File: src/rtl/cpu_pkg.sv
// cpu_pkg: shared types and defaults for the 16-bit CPU front end.
//   fetch_state_t : fetch FSM states (HALT only when FETCH_TIMEOUT_EN is defined)
//   DEF_ADDR_W    : default instruction address / PC width
//   DEF_RESET_PC  : default fetch address after reset
//   INSTR_W       : instruction word width
package cpu_pkg;
  localparam int          DEF_ADDR_W   = 16;
  localparam logic [15:0] DEF_RESET_PC = 16'h0000;
  localparam int          INSTR_W      = 16;

  typedef enum logic [2:0] {
    IDLE,
    ISSUE,
    DRAIN,
    HOLD
`ifdef FETCH_TIMEOUT_EN
    , HALT
`endif
  } fetch_state_t;
endpackage

File: src/rtl/fetch_unit_if.sv
// fetch_unit_if: instruction memory read bus.
//   mem_req/mem_addr : request from fetch (master)
//   mem_ack/mem_rdata: completion from memory (slave); rdata valid with ack
interface fetch_unit_if
  import cpu_pkg::*;
#(
  parameter int ADDR_W = DEF_ADDR_W
);
  logic               mem_req;
  logic [ADDR_W-1:0]  mem_addr;
  logic               mem_ack;
  logic [INSTR_W-1:0] mem_rdata;

  modport master (output mem_req, mem_addr, input mem_ack, mem_rdata);
  modport slave  (input mem_req, mem_addr, output mem_ack, mem_rdata);
endinterface

File: src/rtl/fetch_pc_reg.sv
// fetch_pc_reg: fetch program counter plus saved redirect target.
//   clk, reset   : clock, async active-high reset (both regs -> RESET_PC)
//   ld, ld_val   : load fetch_pc (wins over inc)
//   inc          : advance fetch_pc by one, wrapping at 2^ADDR_W
//   sv, sv_val   : capture a redirect target for later use
//   fetch_pc     : current fetch address
//   tgt_pc       : saved redirect target
module fetch_pc_reg #(
  parameter int                ADDR_W   = 16,
  parameter logic [ADDR_W-1:0] RESET_PC = '0
) (
  input  logic              clk,
  input  logic              reset,
  input  logic              ld,
  input  logic [ADDR_W-1:0] ld_val,
  input  logic              inc,
  input  logic              sv,
  input  logic [ADDR_W-1:0] sv_val,
  output logic [ADDR_W-1:0] fetch_pc,
  output logic [ADDR_W-1:0] tgt_pc
);
  always_ff @(posedge clk or posedge reset) begin
    if (reset) begin
      fetch_pc <= RESET_PC;
      tgt_pc   <= RESET_PC;
    end else begin
      if (ld)       fetch_pc <= ld_val;
      else if (inc) fetch_pc <= fetch_pc + ADDR_W'(1);  // natural wrap
      if (sv)       tgt_pc   <= sv_val;
    end
  end
endmodule

File: src/rtl/fetch_unit.sv
// fetch_unit: instruction fetch stage feeding the instruction register.
//   clk, reset          : clock, async active-high reset
//   stall               : decode not ready; holds off new requests
//   redirect/redirect_pc: taken branch/jump pulse and its target
//   mem (master)        : instruction memory req/ack bus
//   ir_data/ir_we       : IR data input and one-cycle write strobe
//   pc                  : address of the word on ir_data
//   fetch_err           : sticky ack timeout (only with FETCH_TIMEOUT_EN,
//                         otherwise tied low)
// Optional feature macro: FETCH_TIMEOUT_EN (ack-wait watchdog + HALT state).
module fetch_unit
  import cpu_pkg::*;
#(
  parameter int                ADDR_W         = DEF_ADDR_W,
  parameter logic [ADDR_W-1:0] RESET_PC       = ADDR_W'(DEF_RESET_PC),
  parameter int                TIMEOUT_CYCLES = 255
) (
  input  logic               clk,
  input  logic               reset,
  input  logic               stall,
  input  logic               redirect,
  input  logic [ADDR_W-1:0]  redirect_pc,
  fetch_unit_if.master       mem,
  output logic [INSTR_W-1:0] ir_data,
  output logic               ir_we,
  output logic [ADDR_W-1:0]  pc,
  output logic               fetch_err
);
  // The wait counter is 8 bits wide, so the limit must fit in it.
  if (TIMEOUT_CYCLES < 1 || TIMEOUT_CYCLES > 255) begin : g_bad_timeout
    $error("fetch_unit: TIMEOUT_CYCLES must be 1..255");
  end

  fetch_state_t      state, nxt;
  logic              ld, inc, sv, accept, req;
  logic [ADDR_W-1:0] ld_val, fetch_pc, tgt_pc;

  fetch_pc_reg #(.ADDR_W(ADDR_W), .RESET_PC(RESET_PC)) u_pc (
    .clk(clk), .reset(reset),
    .ld(ld), .ld_val(ld_val), .inc(inc),
    .sv(sv), .sv_val(redirect_pc),
    .fetch_pc(fetch_pc), .tgt_pc(tgt_pc)
  );

  // Address only moves on ack or outside a request, so it is stable while waiting.
  assign mem.mem_req  = req;
  assign mem.mem_addr = fetch_pc;

`ifdef FETCH_TIMEOUT_EN
  localparam logic [7:0] TO_LIM = 8'(TIMEOUT_CYCLES - 1);
  logic [7:0] wait_cnt;
`endif

  always_comb begin
    nxt    = state;
    ld     = 1'b0;
    ld_val = redirect_pc;
    inc    = 1'b0;
    sv     = 1'b0;
    accept = 1'b0;
    req    = 1'b0;
    case (state)
      IDLE: begin
        ld  = redirect;
        nxt = stall ? HOLD : ISSUE;
      end
      ISSUE: begin
        req = 1'b1;
        if (mem.mem_ack) begin
          // A coinciding redirect kills the returning word.
          ld     = redirect;
          inc    = !redirect;
          accept = !redirect;
          nxt    = stall ? HOLD : ISSUE;
        end else if (redirect) begin
          sv  = 1'b1;
          nxt = DRAIN;
        end
      end
      DRAIN: begin
        req = 1'b1;
        if (mem.mem_ack) begin
          // A redirect arriving with the ack is newer than the saved target.
          ld     = 1'b1;
          ld_val = redirect ? redirect_pc : tgt_pc;
          nxt    = stall ? HOLD : ISSUE;
        end else begin
          sv = redirect;
        end
      end
      HOLD: begin
        ld = redirect;
        if (!stall) nxt = ISSUE;
      end
`ifdef FETCH_TIMEOUT_EN
      HALT: nxt = HALT;
`endif
      default: nxt = IDLE;
    endcase
`ifdef FETCH_TIMEOUT_EN
    if (req && !mem.mem_ack && wait_cnt == TO_LIM) nxt = HALT;
`endif
  end

  always_ff @(posedge clk or posedge reset) begin
    if (reset) begin
      state   <= IDLE;
      ir_data <= '0;
      ir_we   <= 1'b0;
      pc      <= RESET_PC;
    end else begin
      state <= nxt;
      ir_we <= accept;
      if (accept) begin
        ir_data <= mem.mem_rdata;
        pc      <= fetch_pc;
      end
    end
  end

`ifdef FETCH_TIMEOUT_EN
  always_ff @(posedge clk or posedge reset) begin
    if (reset) begin
      wait_cnt  <= '0;
      fetch_err <= 1'b0;
    end else begin
      wait_cnt  <= (req && !mem.mem_ack) ? wait_cnt + 8'd1 : 8'd0;
      fetch_err <= fetch_err | (nxt == HALT);
    end
  end
`else
  assign fetch_err = 1'b0;
`endif
endmodule
File: src/flat_wrapper.sv
// flat-port wrapper written by rule: the top's interface ports become plain ports
module fetch_unit_flat import cpu_pkg::*;
#(
  parameter int                ADDR_W         = DEF_ADDR_W,
  parameter logic [ADDR_W-1:0] RESET_PC       = ADDR_W'(DEF_RESET_PC),
  parameter int                TIMEOUT_CYCLES = 255
)
  (clk, reset, stall, redirect, redirect_pc, ir_data, ir_we, pc, fetch_err, mem_mem_req, mem_mem_addr, mem_mem_ack, mem_mem_rdata);
  fetch_unit_if #(.ADDR_W(ADDR_W)) mem_i ();
  input  logic clk;
  input  logic reset;
  input  logic stall;
  input  logic redirect;
  input  logic [ADDR_W-1:0] redirect_pc;
  output logic [INSTR_W-1:0] ir_data;
  output logic ir_we;
  output logic [ADDR_W-1:0] pc;
  output logic fetch_err;
  output wire logic [$bits(mem_i.mem_req)-1:0] mem_mem_req;
  output wire logic [$bits(mem_i.mem_addr)-1:0] mem_mem_addr;
  input wire logic [$bits(mem_i.mem_ack)-1:0] mem_mem_ack;
  input wire logic [$bits(mem_i.mem_rdata)-1:0] mem_mem_rdata;
  assign mem_mem_req = mem_i.mem_req;
  assign mem_mem_addr = mem_i.mem_addr;
  assign mem_i.mem_ack = mem_mem_ack;
  assign mem_i.mem_rdata = mem_mem_rdata;
  fetch_unit #(.ADDR_W(ADDR_W), .RESET_PC(RESET_PC), .TIMEOUT_CYCLES(TIMEOUT_CYCLES)) u_core (.clk(clk), .reset(reset), .stall(stall), .redirect(redirect), .redirect_pc(redirect_pc), .mem(mem_i), .ir_data(ir_data), .ir_we(ir_we), .pc(pc), .fetch_err(fetch_err));
endmodule
File: config.mk
export PLATFORM = sky130hd
export DESIGN_NAME = fetch_unit_flat
export DESIGN_NICKNAME = d
export VERILOG_FILES = /design/src/rtl/cpu_pkg.sv /design/src/rtl/fetch_unit_if.sv /design/src/rtl/fetch_pc_reg.sv /design/src/rtl/fetch_unit.sv /design/src/flat_wrapper.sv
export SDC_FILE = /design/constraint.sdc
export NUM_CORES = 1
export LEC_CHECK = 0
export CAP_MARGIN = 20
export CORE_MARGIN = 3
export CORE_UTILIZATION = 51
export DETAILED_ROUTE_END_ITERATION = 8
export PLACE_DENSITY = 0.89
export SETUP_SLACK_MARGIN = 0.4
export SYNTH_ARGS = -nofsm -noshare
export SYNTH_HDL_FRONTEND = slang
export SYNTH_SLANG_ARGS = --single-unit
File: constraint.sdc
create_clock -name clk -period 2.96 [get_ports clk]
set_input_delay 0.296 -clock clk [delete_from_list [all_inputs] [get_ports clk]]
set_output_delay 0.296 -clock clk [all_outputs]
set_load 0.02 [all_outputs]
After elaboration in Yosys (flattened, before gate mapping)
Index checks and enable logic that the tools add are counted.
{ "classes": {"addsub": 1, "n_eq_ne": 6, "mux": 21, "reduce_logical": 6} }
{ "ops": {"columns": ["cell", "count"], "rows": [
  ["two-way mux 16 bit", 5],
  ["adder 16 x 1 -> 16 bit (second input constant)", 1],
  ["two-way mux 3 bit", 4],
  ["case mux 3 bit (4 select lines)", 1],
  ["two-way mux 1 bit", 8],
  ["equality test 3 x 2 -> 1 bit (second input constant)", 2],
  ["!= test 2 bit (second input constant)", 2],
  ["OR reduction 2 bit", 2],
  ["equality test 3 x 1 -> 1 bit (second input constant)", 1],
  ["zero test 3 bit", 1],
  ["!= test 3 bit (second input constant)", 1],
  ["case mux 1 bit (3 select lines)", 1],
  ["AND reduction 3 bit", 1],
  ["two-way mux 2 bit", 1],
  ["case mux 1 bit (2 select lines)", 1],
  ["nonzero test 2 bit", 1],
  ["zero test 1 bit", 1]
]} }
{ "word_totals": {"regBits": 68, "in_bits": 37, "out_inout_bits": 51, "wordCells": 40} }

Longest topological paths before layout
Gate-level depths: netlist of the first run.
{ "logic_depth": {"depth_word": 5, "mapped_depth": 9, "mapped_depth_nobuf": 7} }

Cells and area by module
A second synthesis of the first run with hierarchy kept.
{ "unflattened": {"cells_unflattened": 246, "area_unflattened_um2": 3301.9} }
{ "modules_own_cells": {"columns": ["mod", "instances", "cells_per_inst", "area_per_inst_um2", "seq_area_each_um2"], "rows": [
  ["fetch_unit", 1, 115, 1821.7, 875.8],
  ["fetch_pc_reg", 1, 131, 1480.2, 800.8]
]} }

Least setup slack after synthesis of the first run
OpenSTA, ideal clock, no wires.
{ "synth_path": {"path_kind": "flip-flop to flip-flop", "start": "register u_core.state[1]", "end": "register u_core.u_pc.fetch_pc[15]", "setup_ps": 82, "t_arrival_ps": 1886, "required_time_ps": 2878, "path_slack_ps": 993, "path_stages_with_launch": 10, "path_buffers": 2, "synth_period_minus_slack_ps": 1967, "path_cell_list": "dfrtp_1 inv_1 ha_1 nand3b_4 buf_6 clkinv_4 and4_1 buf_4 or4b_1 a31oi_1"} }
{ "synth_via": {"elab_chain_cells": 4, "word_cells_on_any_way": 10, "cone_classes": "eq/ne: 3; mux: 4; reduce/logical: 3"} }
{ "synth_lines": {"columns": ["item", "line", "rtl"], "rows": [
  ["start, declared", "fetch_unit.sv:34", "fetch_state_t state, nxt;"],
  ["start signal, assigned", "fetch_unit.sv:112", "state <= nxt;"],
  ["equality test 3 x 2 -> 1 bit or zero test 3 bit (tied branches)", "fetch_unit.sv:62", "case (state)"],
  ["OR reduction 2 bit (no source line)", null, null],
  ["case mux 1 bit (3 select lines)", "fetch_unit.sv:62", null],
  ["two-way mux 16 bit or nonzero test 2 bit (tied branches)", null, null],
  ["end signal, assigned", "fetch_pc_reg.sv:27", "if (ld) fetch_pc <= ld_val;"],
  ["end signal, assigned", "fetch_pc_reg.sv:28", "else if (inc) fetch_pc <= fetch_pc + ADDR_W'(1);"],
  ["end, declared", "fetch_pc_reg.sv:19", "output logic [ADDR_W-1:0] fetch_pc,"]
]} }
Parallel ways exist; a longest one is shown, timed or not.
A chain may end at the register's enable or synchronous reset.

Worst setup path after layout of the first run
Ends and elaborated chain as after synthesis.

==> results.md, run 1 <==
- Status: completed
- Req. time, crit path: 3.22 ns
- Skew final: 0.00545 ns
- Achievable frequency: 0.435 GHz
- DR iter-0 viols: 215
- Placed instance count: 454
- Synthesized area per cell: 10.1 sq um
- Nets: 436
- Synth async-reset ratio: 1.00
- First-pass GRT wire length: 12000 um
- Pwr dens: 1090 nW/um^2
- Synthesized cell area: 3110 sq um
- Via/cell ratio: 5.34
- Post-CTS resize count: 0
- Num rows: 27
- Final Hold Fails: 0
- CP Data Arrival Time: 2.56 ns
- DR vias: 2508
- Die Wd: 84.0 um
- Drt wl/cell: 15.6 um
- Worst-path clk slew: 0.07 ns
- Most frequent cells in the layout: nand2_1 (108), clkdlybuf4s50_1 (86), dfrtp_1 (67)
- Placed cell area: 4010 sq um
- Initial antenna violation count: 0
- Gr usage total: 0.216
- Number of global-route vias before repair: 2477
- Pins Over Slew Limit: 0
- Setup crit end kind: flop
- Root Driver: clkbuf_8
- Distinct cells, synth: 36
- Total CTS buffers: 9
- Area grow syn2layout: 35.3%
- MaxCap Viol Count: 0
- Final wirelength: 7330 um
- Post-synth EDFFs: 0
- CP Class: reg -> reg
- Normalized max-slew margin: 0.447
- Largest net degree at the start of global routing: 68
- IO Pins: 88
- Die Y: 84.0 um
- Hold Crit Class: reg -> reg
- Cells after Synth: 308
- Antenna Cells: 0
- Register area share after synthesis: 0.540
- Max FO, Critical Path: 35
- Finished Core Util: 0.736
- Most common cell after layout, fill and taps aside: nand2_1
- LEAKAGE: 1.92 nW
- DR DRC count: 0
- Synth Warn #: 0
- WP buf/inv: 2
- Hpwl dp: 5060 um
- # hold bufs at CTS: 0
- Worst-Skew Late Latency: 0.34 ns
- Die footprint: 7060 sq um
- Port Buffers: 86
- Dominant synthesized flop cell: dfrtp_1
- # setup viols final: 0
- Clock Sinks: 67
- Flops & latches, synth: 67
- Tmin final: 2.30 ns
- FF+latch area: 1680 sq um
- Total grt overflow: 0
- Fillers: 408
- Sequence of cells on the critical path: inv_1 -> ha_1 -> nand3b_4 -> clkinv_4 -> and4_1 -> or4b_1 -> a31oi_1
- Layout cells sized above 1: 0.116
- Slew @ Worst Pin: 0.829 ns
- Crit-path leading delay family: simple AND/OR/NAND/NOR gates
- CTS max path bufs: 2
- Final Cell Area: 4200 sq um
- Area occupied by multi-input gates: 1310 sq um
- Initial Utilization: 0.544
- Final Non-Filler Cells: 470
- Depth of the CTS H-tree: 3
- Core Box Area: 5710 sq um
- Detailed Routing Iterations Pass 1: 4
- CP max-delay cell: or4b_1
- Maximum vdd ir drop: 693 uV
- DRT antenna net count: 0
- Setup TNS: 0 ns
- Routability cong.: 0.746
- Unrepaired setup endpoints after global routing: false
- CTS tree: built
- Setup Fix Bufs, Post-CTS: 0
- Crit share post-route: 0.776
- Crit start category: flop
- Post-synth net total: 351
- Worst path max stage delay: 0.47 ns
-- worst register-to-register path, stage by stage (launching register included) --
cell	delay (ns)
dfrtp_1	0.41
inv_1	0.11
ha_1	0.32
nand3b_4	0.13
clkinv_4	0.21
and4_1	0.40
or4b_1	0.47
a31oi_1	0.17
-- kinds of logic after synthesis --
kind of cell    Yosys count  synth area share
flops                    67             0.540
simple gates            135             0.195
compound gates           36            0.0733
xor+xnor                  9            0.0254
buf+inv                  25            0.0379
other cells               1           0.00121
fa+ha+maj                 6            0.0242
mux                      29             0.103
-- final cells by class --
class                           count  area share
Clock inverter                      5      0.0125
Inverter                            9     0.00923
Sequential cell                    67       0.399
Multi-Input combinational cell    216       0.312
Clock buffer                       11      0.0337
Timing Repair Buffer               90       0.212
Tap cell                           72      0.0214
-- where the power goes --
part	total, W	switching [W]	internal (W)
registers	0.00171	0.000345	0.00136
logic	0.00212	0.00111	0.00101
clock network	0.000747	0.000339	0.000408
total	0.00458	0.00180	0.00278
-- cells in the mapped netlist, drive strengths merged, types with 2 or more instances --
cell type | number | area [sq um]
o21ai | 16 | 80.1
nand4 | 3 | 18.8
a31oi | 4 | 25.0
mux2i | 5 | 50.1
a211oi | 6 | 45.0
inv | 8 | 30.0
dfrtp | 67 | 1680
xor2 | 7 | 61.3
buf | 6 | 41.3
nand3 | 5 | 25.0
and3 | 3 | 18.8
and4 | 6 | 52.6
xnor2 | 2 | 17.5
ha | 6 | 75.1
or3 | 2 | 12.5
a221oi | 4 | 35.0
a21oi | 2 | 10.0
nand2 | 108 | 405
and2 | 2 | 12.5
mux2 | 24 | 270
clkbuf | 10 | 37.5
-- routing by layer --
layer | wire, um | up-vias | GRT usage
met2 | 3700 | 57 | 0.359
li1 | - | 1215 | -
met4 | 171 | 0 | 0.113
met5 | 0 | - | 0
met3 | 249 | 13 | 0.0296
met1 | 3210 | 1223 | 0.272
-- stage by stage --
step	hold slack, ns	setup slack (ns)	total power [W]
5_1_grt	0.480	0.521	0.00485
6_report	0.476	0.663	0.00458
3_3_place_gp	0.457	0.583	0.00375
3_5_place_dp	0.461	0.533	0.00384
4_1_cts	0.464	0.656	0.00460
2_1_floorplan	0.401	0.981	0.00285
-- worst paths after layout --
| path | from | endpoint | slack, ns | depth (start not counted) |
|---|---|---|---|---|
| worst max-delay path | u_core.state[1] | u_core.u_pc.fetch_pc[15] | 0.66 | 7 |
| worst min-delay path | u_core.pc[1] | u_core.pc[1] | 0.48 | 2 |
| worst max register to register | u_core.state[1] | u_core.u_pc.fetch_pc[15] | 0.66 | 7 |
| worst min register to register | u_core.pc[1] | u_core.pc[1] | 0.48 | 2 |
| max in group asynchronous | reset | u_core.ir_data[15] | 1.90 | 3 |
| min in group asynchronous | reset | u_core.ir_data[11] | 0.50 | 3 |
(Power assumes the default switching activity.)
==> run 2, diff against run 1 <==
- CORE_UTILIZATION: 51 -> 48
- PLACE_DENSITY: 0.89 -> 0.84
- clock period: 2.96 -> 2.2 ns (I/O delays scaled with it)
==> run 2 against run 1 <==
Sequential share of layout area shrank 2.1 points. Die area grew 5.8%. Largest power group unchanged. Via count rose by 2.7%. Largest cell class unchanged. Wire length increased by 6.1%. Sequential power grew 35%. Sequential cell count stayed put. Register-to-register slack got worse by 0.27 ns. Utilization shrank 0.75 points. Critical path depth shrank 1. Design area grew 5.7%.
==> results.md, run 2 (same netlist as run 1, synthesis figures left out) <==
- Reg power frac: 0.353
- Hpwl dp: 5180 um
- Die Y: 86.4 um
- Skew final: 0.00927 ns
- Most common cell after layout, fill and taps aside: nand2_1
- Most frequent cells in the layout: nand2_1 (108), clkdlybuf4s50_1 (85), dfrtp_1 (67)
- Worst r2r path cells: 6
- Worst reg2reg endpoint: u_core.u_pc.fetch_pc[13]
- Placed instance count: 466
- Setup TNS: 0 ns
- Depth of the CTS H-tree: 3
- Total CTS buffers: 9
- CP Data Arrival Time: 2.01 ns
- R2R Setup Slk: 0.39 ns
- Largest net degree at the start of global routing: 68
- Worst hold slack: 0.325 ns
- Root Driver: clkbuf_8
- CP Capture Point: u_core.u_pc.fetch_pc[13]
- Num rows: 28
- Status: completed
- Psw: 0.00255 W
- Via/cell ratio: 5.27
- Final Non-Filler Cells: 489
- Sequence of cells on the critical path: inv_2 -> ha_1 -> a21boi_4 -> o21a_2 -> a221oi_1 -> nor3_1
- Layout cells sized above 1: 0.184
- Internal power: 0.00395 W
- WP buf/inv: 1
- LEAKAGE: 2.02 nW
- Req. time, crit path: 2.40 ns
- Final wirelength: 7780 um
- Die Wd: 86.4 um
- CTS max path bufs: 2
- Worst-Skew Late Latency: 0.34 ns
- WP depth: 6
- Die footprint: 7470 sq um
- DR iter-0 viols: 161
- Drt wl/cell: 15.9 um
- Setup crit end kind: flop
- Port Buffers: 86
- Initial Utilization: 0.509
- Area grow syn2layout: 43.0%
- Switching share of power: 0.392
- Worst-path clk slew: 0.07 ns
- Fillers: 438
- RR Startpoint: u_core.state[1]
- Detailed Routing Iterations Pass 1: 5
- Finished Core Util: 0.728
- Max FO, Critical Path: 4
- CTS tree: built
- Number of global-route vias before repair: 2488
- Crit share post-route: 0.823
- IO Pins: 88
- Core Box Area: 6100 sq um
- Achievable frequency: 0.553 GHz
- Routability cong.: 0.835
- Crit-path leading delay family: compound AO/OA/AOI/OAI gates
- Tmin final: 1.81 ns
- Clock network power share: 0.155
- Clock Sinks: 67
- Crit start category: flop
- DR DRC count: 0
- # hold bufs at CTS: 0
- Gate power share: 0.492
- Final Hold Fails: 0
- MaxCap Viol Count: 0
- Antenna Cells: 0
- # setup viols final: 0
- CP max-delay cell: dfrtp_1
- DRT antenna net count: 0
- First-pass GRT wire length: 12000 um
- Maximum vdd ir drop: 847 uV
- Total grt overflow: 0
- Gr usage total: 0.207
- Hold Crit Class: in -> async
- DR vias: 2575
- Worst path max stage delay: 0.43 ns
- Unrepaired setup endpoints after global routing: true
- CP Class: reg -> reg
- Initial antenna violation count: 0
- Nets: 452
- Pins Over Slew Limit: 0
- Crit path from: u_core.state[1]
- Pwr dens: 1460 nW/um^2
## run 2: cell count changes in the layout (fill, tap and decap cells not counted), moves of 2 or more
cell / change
buf_6: +2
buf_4: +11
ha_1: -2
a221oi_1: -3
a221oi_2: +2
o21a_2: +2
buf_12: +2
## run 2: worst min-delay path by stage
stage                                  start                  to  slack (ns)
after floorplan             mem_mem_rdata[0]   u_core.ir_data[0]        0.33
after global placement     u_core.ir_data[5]   u_core.ir_data[5]        0.46
after detailed placement  u_core.ir_data[15]  u_core.ir_data[15]        0.46
after CTS                              reset   u_core.ir_data[4]        0.33
after global routing                   reset  u_core.ir_data[14]        0.36
final                                  reset  u_core.ir_data[11]        0.33
## run 2: final cells by class
cell class	instances	area, sq um	area share
clock buffer	11	141	0.0318
clock inverter	5	52.6	0.0118
inverter	9	42.5	0.00958
multi-input combinational	217	1400	0.315
sequential	67	1680	0.378
tap	75	93.8	0.0211
timing repair buffer	105	1040	0.233
## run 2: stage by stage
stage	cell area, sq um	setup WS [ns]	power, W
2_1_floorplan	3130	0.304	0.00387
3_3_place_gp	4110	0.312	0.00516
3_5_place_dp	4110	0.224	0.00529
4_1_cts	4340	0.421	0.00636
5_1_grt	4440	0.318	0.00691
6_report	4440	0.390	0.00650
## run 2: metal layers
| layer | wire length [um] | GRT usage | share of wire |
|---|---|---|---|
| met5 | 0 | 0 | 0 |
| met2 | 3740 | 0.331 | 0.48 |
| met4 | 91 | 0.0878 | 0.012 |
| met1 | 3380 | 0.272 | 0.43 |
| met3 | 565 | 0.0456 | 0.073 |
## run 2: power by group through the flow
stage | Sequential (W) | Clock, W | Combinational [W]
after floorplan | 0.00275 | 0 | 0.00113
after global placement | 0.00226 | 0 | 0.00290
after detailed placement | 0.00229 | 0 | 0.00300
after CTS | 0.00227 | 0.00102 | 0.00307
after global routing | 0.00238 | 0.00108 | 0.00345
final | 0.00230 | 0.00101 | 0.00320
## run 2: worst reg2reg max path, delay by kind of cell, from the launching register on
kind                     cells  cell delay, ns
buffers and inverters        1            0.10
adder cells (fa/ha/maj)      1            0.33
AND/OR/NAND/NOR              1            0.10
AO/OA/AOI/OAI                3            0.73
flip-flops                   1            0.43
## run 2: what timing repair did
action	CTS	global route
setup endpoints to repair	17	17
pin swaps	1	4
gates cloned	0	1
buffers inserted	3	3
resized for setup	6	17
==> run 3, diff against run 2 <==
- clock period: 2.2 -> 1.7 ns (I/O delays scaled with it)
==> run 3 against run 2 <==
The flow now finishes with violations (setup timing). Die area did not move. Wire length up 49%. Cell count up 7.6%. Sequential power up 32%. Clock-buffer cell count unchanged. Global-route usage rose by 6.4 points. Non-clock buffer count up 39. Worst hold slack lost 0.12 ns. Maximum frequency shrank 1.2%. Critical path type unchanged.
==> results.md, run 3 (same netlist as run 1, synthesis figures left out) <==
- Die Wd: 86.4 um
- Routability cong.: 0.843
- Clock Sinks: 67
- First-pass GRT wire length: 15200 um
- Total CTS buffers: 9
- Core Box Area: 6100 sq um
- Most frequent cells in the layout: nand2_1 (101), dfrtp_1 (63), buf_4 (38)
- MaxCap Viol Count: 0
- Initial antenna violation count: 0
- CP max-delay cell: or4b_1
- Worst path max stage delay: 0.47 ns
- Final wirelength: 11600 um
- Pwr dens: 1890 nW/um^2
- Psw: 0.00404 W
- Normalized max-slew margin: 0.654
- Skew final: 0.00560 ns
- Switching share of power: 0.422
- Pins Over Slew Limit: 0
- Detailed Routing Iterations Pass 1: 5
- LEAKAGE: 2.51 nW
- CP Data Arrival Time: 2.11 ns
- Drt wl/cell: 22.1 um
- Die Y: 86.4 um
- Via/cell ratio: 5.96
- Worst-path clk slew: 0.07 ns
- Final Cell Area: 5060 sq um
- # setup viols final: 20
- Total grt overflow: 0
- Final Non-Filler Cells: 526
- Sequence of cells on the critical path: buf_6 -> ha_4 -> nand3b_4 -> clkinv_4 -> and4_4 -> or4b_1 -> a31oi_1
- Largest net degree at the start of global routing: 37
- Hold Crit Class: in -> async
- Unrepaired setup endpoints after global routing: true
- CTS max path bufs: 2
- Num rows: 28
- Crit share post-route: 1.08
- Worst-Skew Late Latency: 0.36 ns
- Placed cell area: 4290 sq um
- Tmin final: 1.83 ns
- Achievable frequency: 0.546 GHz
- Nets: 491
- Most common cell after layout, fill and taps aside: nand2_1
- Req. time, crit path: 1.98 ns
- DR vias: 3133
- Die footprint: 7470 sq um
- Setup crit end kind: flop
- # hold bufs at CTS: 0
- Setup WS pre-CTS: -0.229 ns
- Area grow syn2layout: 63.1%
- Maximum vdd ir drop: 1360 uV
- Hpwl dp: 5820 um
- CTS tree: built
- Root Driver: clkbuf_8
- Status: complete, but fails checks
- DR iter-0 viols: 230
- DR DRC count: 0
- DRT antenna net count: 0
- Max FO, Critical Path: 4
- CP Class: reg -> reg
- Placed instance count: 484
- Antenna Cells: 0
- Depth of the CTS H-tree: 3
- Layout cells sized above 1: 0.353
- IO Pins: 88
- Setup ws final: -0.132 ns
- Crit start category: flop
- Internal power: 0.00553 W
- Number of global-route vias before repair: 2948
- Final Hold Fails: 0
- Setup TNS: -0.792 ns
- Clock network power share: 0.135
- Failing checks: setup timing
- Gate power share: 0.548
- Port Buffers: 86
- Reg power frac: 0.317
- Gr usage total: 0.270
- Slew @ Worst Pin: 0.518 ns
- Initial Utilization: 0.509
- Fillers: 313
-- run 3: changes by cell type in the layout (fill, tap and decap cells not counted), sizes merged --
cell,before,now
clkdlybuf4s15,1,4
clkbuf,11,18
buf,19,64
dlygate4sd2,0,33
clkdlybuf4s50,85,36
clkinv,4,3
clkinvlp,2,1
-- run 3: timing repair --
action	in CTS	in global routing
gates resized for setup	139	54
pin swaps	13	10
gates cloned	3	3
endpoints found under the setup margin	117	78
hold endpoints to repair	0	0
setup buffers	9	13
-- run 3: final cells by class --
type	instances	area [sq um]	area share
Clock buffer	11	141	0.0279
Timing Repair Buffer	144	1410	0.278
Sequential cell	67	1680	0.332
Clock inverter	3	40.0	0.00791
Tap cell	75	93.8	0.0185
Inverter	9	42.5	0.00840
Multi-Input combinational cell	217	1660	0.327
-- run 3: worst max-delay path: cells and delay by family (launching register included) --
family,cells,cell delay (ns)
AO/OA/AOI/OAI,1,0.14
adder cells (fa/ha/maj),1,0.18
buffers and inverters,2,0.21
flip-flops,1,0.41
AND/OR/NAND/NOR,3,0.81
-- run 3: stage by stage --
stage	utilization	hold slack, ns	power [W]
6_report	0.831	0.207	0.00957
5_1_grt	0.831	0.242	0.00998
4_1_cts	0.778	0.231	0.00867
3_5_place_dp	0.704	0.462	0.00716
3_3_place_gp	0.704	0.457	0.00698
2_1_floorplan	-	0.275	0.00507
-- run 3: final timing paths --
check	startpoint	endpoint	slack, ns	depth (start not counted)
hold reg to reg	u_core.ir_data[4]	u_core.ir_data[4]	0.47	2
hold / removal	reset	u_core.ir_data[10]	0.21	2
max in group asynchronous	reset	u_core.u_pc.fetch_pc[11]	1.00	3
setup / recovery	u_core.state[0]	u_core.u_pc.fetch_pc[15]	-0.13	7
setup reg to reg	u_core.state[0]	u_core.u_pc.fetch_pc[15]	-0.13	7
min in group clk	mem_mem_rdata[13]	u_core.ir_data[13]	0.34	3
-- run 3: power groups by stage --
stage                     sequential, W  combinational [W]  clock [W]
after global routing            0.00308            0.00552    0.00138
after global placement          0.00285            0.00413          0
final                           0.00303            0.00525    0.00130
after CTS                       0.00290            0.00449    0.00129
after floorplan                 0.00356            0.00151          0
after detailed placement        0.00290            0.00427          0
-- run 3: routing by layer --
layer / GRT usage / routed length [um] / share of wire / vias up
met2: 0.440 / 5580 / 0.48 / 245
met1: 0.322 / 4130 / 0.36 / 1493
li1: - / - / - / 1317
met5: 0 / 0 / 0 / -
met4: 0.137 / 776 / 0.067 / 0
met3: 0.0846 / 1140 / 0.098 / 78
